$ cat config.mk
export PLATFORM = sky130hd
export DESIGN_NAME = seq_match_ctrl
export DESIGN_NICKNAME = d
export VERILOG_FILES = /design/src/rtl/seq_match_pkg.sv /design/src/rtl/seq_match_core.sv /design/src/rtl/seq_match_ctrl.sv
export SDC_FILE = /design/constraint.sdc
export NUM_CORES = 1
export LEC_CHECK = 0
export CAP_MARGIN = 10
export CORE_MARGIN = 2
export CORE_UTILIZATION = 56
export CTS_CLUSTER_DIAMETER = 100
export DETAILED_ROUTE_END_ITERATION = 8
export HOLD_SLACK_MARGIN = 0.1
export PLACE_DENSITY = 0.82
export SYNTH_ARGS = -nofsm -noshare
export SYNTH_HDL_FRONTEND = slang
export SYNTH_SLANG_ARGS = --single-unit
$ cat constraint.sdc
create_clock -name clk -period 3.2 [get_ports clk]
set_input_delay 0.8 -clock clk [delete_from_list [all_inputs] [get_ports clk]]
set_output_delay 0.8 -clock clk [all_outputs]
set_load 0.01 [all_outputs]
$ cat src/rtl/seq_match_pkg.sv
// Shared types and helpers for the programmable serial pattern-match engine.
package seq_match_pkg;

    typedef enum logic [1:0] {
        S_IDLE = 2'd0,
        S_RUN  = 2'd1,
        S_DONE = 2'd2
    } state_t;

    // Length 0 behaves as 1; anything beyond the history depth is clamped.
    function automatic int unsigned plen_clamp(input int unsigned plen, input int unsigned max_len);
        if (plen == 0)
            return 1;
        else if (plen > max_len)
            return max_len;
        else
            return plen;
    endfunction

endpackage

$ cat src/rtl/seq_match_core.sv
// History shift register, fill tracking and masked compare; flags a hit on the accepting bit.
module seq_match_core #(
    parameter int PAT_W  = 8,
    parameter int PLEN_W = $clog2(PAT_W + 1)
) (
    input  logic              clk,
    input  logic              rst_n,
    input  logic              clr,
    input  logic              accept,
    input  logic              din,
    input  logic [PAT_W-1:0]  pattern,
    input  logic [PLEN_W-1:0] plen,
    input  logic              overlap,
    output logic              hit
);

    logic [PAT_W-1:0]  hist, hist_nxt, mask;
    logic [PLEN_W-1:0] fill, fill_nxt;

    for (genvar g = 0; g < PAT_W; g++) begin : g_mask
        assign mask[g] = (plen > PLEN_W'(g));
    end

    always_comb begin
        hist_nxt = {hist[PAT_W-2:0], din};
        fill_nxt = (fill >= plen) ? plen : fill + PLEN_W'(1);
        hit      = accept && (fill_nxt == plen) && (((hist_nxt ^ pattern) & mask) == '0);
    end

    // Non-overlap mode restarts from empty history so the next match needs plen fresh bits.
    always_ff @(posedge clk or negedge rst_n) begin
        if (!rst_n) begin
            hist <= '0;
            fill <= '0;
        end else if (clr || (hit && !overlap)) begin
            hist <= '0;
            fill <= '0;
        end else if (accept) begin
            hist <= hist_nxt;
            fill <= fill_nxt;
        end
    end

endmodule

$ cat src/rtl/seq_match_ctrl.sv
// Run controller: config latch, window counting, Mealy/Moore match timing and match counting.
module seq_match_ctrl
    import seq_match_pkg::*;
#(
    parameter int PAT_W = 8,
    parameter int CNT_W = 8,
    parameter int WIN_W = 16
) (
    input  logic                       clk,
    input  logic                       rst_n,
    input  logic [PAT_W-1:0]           cfg_pattern,
    input  logic [$clog2(PAT_W+1)-1:0] cfg_plen,
    input  logic                       cfg_overlap,
    input  logic                       cfg_moore,
    input  logic [WIN_W-1:0]           cfg_window,
    input  logic                       start,
    input  logic                       abort,
    input  logic                       din_valid,
    input  logic                       din,
    output logic                       din_ready,
    output logic                       busy,
    output logic                       match,
    output logic                       done,
    output logic [CNT_W-1:0]           match_cnt,
    output logic                       cnt_ovf
);

    localparam int PLEN_W = $clog2(PAT_W + 1);

    state_t            state, state_nxt;
    logic [PAT_W-1:0]  pat_q;
    logic [PLEN_W-1:0] plen_q;
    logic              overlap_q, moore_q;
    logic [WIN_W-1:0]  win_q, bit_cnt;
    logic              moore_hit_q;
    logic              go, accept, last, hit;

    assign go = (state == S_IDLE) && start;
    // An aborting cycle consumes nothing, so abort always beats a final accept.
    assign din_ready = (state == S_RUN) && !abort;
    assign accept    = din_valid && din_ready;
    assign last      = accept && ((bit_cnt + WIN_W'(1)) == win_q);
    assign busy      = (state != S_IDLE);
    assign done      = (state == S_DONE);
    assign match     = moore_q ? moore_hit_q : hit;

    seq_match_core #(.PAT_W(PAT_W), .PLEN_W(PLEN_W)) u_core (
        .clk     (clk),
        .rst_n   (rst_n),
        .clr     (go),
        .accept  (accept),
        .din     (din),
        .pattern (pat_q),
        .plen    (plen_q),
        .overlap (overlap_q),
        .hit     (hit)
    );

    always_comb begin
        state_nxt = state;
        case (state)
            S_IDLE: if (start) state_nxt = (cfg_window == '0) ? S_DONE : S_RUN;
            S_RUN: begin
                if (abort)     state_nxt = S_IDLE;
                else if (last) state_nxt = S_DONE;
            end
            S_DONE:  state_nxt = S_IDLE;
            default: state_nxt = S_IDLE;
        endcase
    end

    always_ff @(posedge clk or negedge rst_n) begin
        if (!rst_n) state <= S_IDLE;
        else        state <= state_nxt;
    end

    always_ff @(posedge clk or negedge rst_n) begin
        if (!rst_n) begin
            pat_q     <= '0;
            plen_q    <= PLEN_W'(1);
            overlap_q <= 1'b0;
            moore_q   <= 1'b0;
            win_q     <= '0;
        end else if (go) begin
            pat_q     <= cfg_pattern;
            plen_q    <= PLEN_W'(plen_clamp(32'(cfg_plen), PAT_W));
            overlap_q <= cfg_overlap;
            moore_q   <= cfg_moore;
            win_q     <= cfg_window;
        end
    end

    always_ff @(posedge clk or negedge rst_n) begin
        if (!rst_n) begin
            bit_cnt     <= '0;
            moore_hit_q <= 1'b0;
            match_cnt   <= '0;
            cnt_ovf     <= 1'b0;
        end else if (go) begin
            bit_cnt     <= '0;
            moore_hit_q <= 1'b0;
            match_cnt   <= '0;
            cnt_ovf     <= 1'b0;
        end else begin
            moore_hit_q <= hit && moore_q;
            if (accept) bit_cnt <= bit_cnt + WIN_W'(1);
            if (hit) begin
                if (&match_cnt) cnt_ovf   <= 1'b1;
                else            match_cnt <= match_cnt + CNT_W'(1);
            end
        end
    end

endmodule

==> impl_metrics.tcl <==
set metrics [dict create \
    tightest_slew_ns 0.885 \
    critPathMaxFanout 2 \
    cp.required_ns 2.40 \
    clk_path_buf_depth 2 \
    final_antenna_net_count 0 \
    ys_top_cells_by_area "dfrtp_1, nand2_1, xnor2_1" \
    finalCritPeriodShare_pct 96.6 \
    synth_top_area_cell "dfrtp_1" \
    cts_made_buffers 9 \
    gp_congestion 0.834 \
    pre_cts_slack_ns -0.646 \
    maxCapViolCount 0 \
    gr-total-overflow 0 \
    worst_slew_margin_rel_pct 40.8 \
    post-route-min-period_ns 3.09 \
    root_buffer "clkbuf_8" \
    clkSlewWorstSetupHoldPaths_ns 0.08 \
    peakVddDrop_uv 345 \
    cp-end-kind "primary output" \
    rsz0062_at_grt "no" \
    path_class "input port to primary output" \
    clock_sinks 69 \
    status "completed" \
    cts_tree "built" \
    viasPerCell 5.77 \
    io_buffers 48 \
    num_vias 3351 \
    grt_pass1_vias 3345 \
    dieHeight_um 87.2 \
    grt_max_degree 37 \
    hpwlAfterDp_mm 6.51 \
    cp.arrival_ns 2.29 \
    ys_seq_area_share_pct 44.6 \
    drive_above_1_share_pct 9.58 \
    final_cells 581 \
    pin_count 49 \
    synth.distinct_cells 52 \
    netlist_area_sq_um 3880 \
    fmax_mhz 324 \
    p_per_area_nw_per_um2 500 \
    gr-usage-all-layers_pct 26.5 \
    final_common_cell "nand2_1" \
    route.detailed.drc 0 \
    maxSlewViolCount 0 \
    start_util_pct 57.4 \
    drtIter0Drc 188 \
    grt_pass1_wl_mm 15.5 \
    whs_ns 0.496 \
    syn_to_final_growth_pct 20.6 \
    syn_nets 491 \
    n_antenna_cell 0 \
    final_cell_mix "nand2_1, dfrtp_1, clkdlybuf4s50_1, o21ai_0, xnor2_1" \
    std_cell_rows 30 \
    synth_top_area_share_pct 43.9 \
    fin_skew_ns 0.00863 \
    setup_violations 0 \
    core_area_sq_um 6760 \
    layout_setup_ws_ns 0.110 \
    ys.flop_type "dfrtp_1" \
    htree_levels 3 \
    total_power_w 0.00234 \
    ctsHoldBuffers 0 \
    clock_latency_ns 0.35 \
    p_leak_nw 2.01 \
    dieArea_sq_um 7600 \
    die_w_um 87.2 \
    layout.nets 539 \
    routed_wl_mm 9.19 \
    hold_path_class "register to register" \
    async_reset_ff_share_pct 100 \
    hold_viol 0 \
    worstSetupStartpointType "input port" \
    wl_per_cell_um 15.8 \
    synth_edf_count 0 \
    ys_seq_elements 69 \
    antenna_found_initial 0 \
    synthCells 448 \
    dp.cells 564 \
    syn_avg_cell_area_sq_um 8.65 \
    first_pass_iters 5 \
    yosys_warnings 0 \
]
==> cells in the mapped netlist (all sizes together) (7+ instances only) <==
cell / n
nand2: 114
a21oi: 17
clkbuf: 17
xor2: 7
nor2: 32
buf: 9
dfrtp: 68
xnor2: 37
o31ai: 9
o21ai: 38
nand4: 9
nor3: 8
nand3: 12
inv: 7
ha: 7
nor4: 13
==> state kept, by name (all words and copies together) (netlist names) <==
| register | flops |
|---|---|
| overlap_q | 1 |
| plen_q | 4 |
| moore_q | 1 |
| bit_cnt | 16 |
| u_core.hist | 7 |
| cnt_ovf | 1 |
| moore_hit_q | 1 |
| pat_q | 8 |
| state | 2 |
| match_cnt | 8 |
| win_q | 16 |
| u_core.fill | 4 |
==> power by group <==
part / internal, W / leakage [nW] / switching, W / total [W]
Clock: 0.000378 / 0.0943 / 0.000347 / 0.000725
Combinational: 0.000252 / 1.00 / 0.000290 / 0.000542
Sequential: 0.000969 / 0.909 / 0.000101 / 0.00107
Total: 0.00160 / 2.01 / 0.000739 / 0.00234
==> critical path, stage by stage <==
cell and delay (ns):
clkdlybuf4s50_1 0.44, nor3b_4 0.25, nand2_2 0.09, a221oi_2 0.21, o221ai_2 0.18, o21ai_1 0.17, buf_2 0.15
==> per-stage QoR <==
step | TNS (ns) | utilization, % | instance area, sq um
after floorplan | 0 | - | 3880
after global placement | -0.518 | 65.9 | 4450
after detailed placement | -0.646 | 65.9 | 4450
after CTS | 0 | 69.2 | 4680
after global routing | 0 | 69.2 | 4670
final | 0 | 69.2 | 4670
==> metal layers <==
| metal | track usage (%) | part of all wire, % |
|---|---|---|
| met1 | 36.4 | 46 |
| met2 | 41.8 | 48 |
| met3 | 5.21 | 4.5 |
| met4 | 10.1 | 2.2 |
| met5 | 0 | 0 |
==> logic make-up after synthesis <==
| family | share of synthesized area (%) |
|---|---|
| xor gates and xnor gates | 9.94 |
| buffers and inverters | 3.78 |
| and+or+nand+nor | 26.4 |
| muxes | 1.07 |
| AOI/OAI and AO/OA | 12.0 |
| adders and majority gates | 2.26 |
| DFF | 44.6 |
==> layout make-up <==
| class | instances | area (sq um) |
|---|---|---|
| well taps | 80 | 100 |
| repair buffers | 63 | 594 |
| flip-flops and latches | 69 | 1730 |
| clock inverters | 6 | 62.6 |
| clock buffers | 10 | 138 |
| multi-input cells | 346 | 2020 |
| inverters | 7 | 26.3 |
| fillers | 551 | 2080 |
==> worst paths after layout <==
| kind | from | to | slack, ns | cells after the start |
|---|---|---|---|---|
| setup / recovery | abort | match | 0.11 | 7 |
| hold / removal | overlap_q$_DFFE_PN0P_ | overlap_q$_DFFE_PN0P_ | 0.50 | 2 |
| setup reg to reg | bit_cnt[1]$_DFFE_PN0P_ | state[0]$_DFFE_PN0P_ | 0.49 | 8 |
| hold reg to reg | overlap_q$_DFFE_PN0P_ | overlap_q$_DFFE_PN0P_ | 0.50 | 2 |
| max in group asynchronous | rst_n | win_q[13]$_DFFE_PN0P_ | 2.00 | 2 |
| min in group asynchronous | rst_n | pat_q[6]$_DFFE_PN0P_ | 0.53 | 1 |
==> timing repair <==
action                                  4_1_cts  5_1_grt
resized for setup                             8        2
pin swaps                                     3        2
endpoints found under the setup margin        1        1
buffers inserted                              1        0
Note: power is estimated with default switching activity, not from simulation.
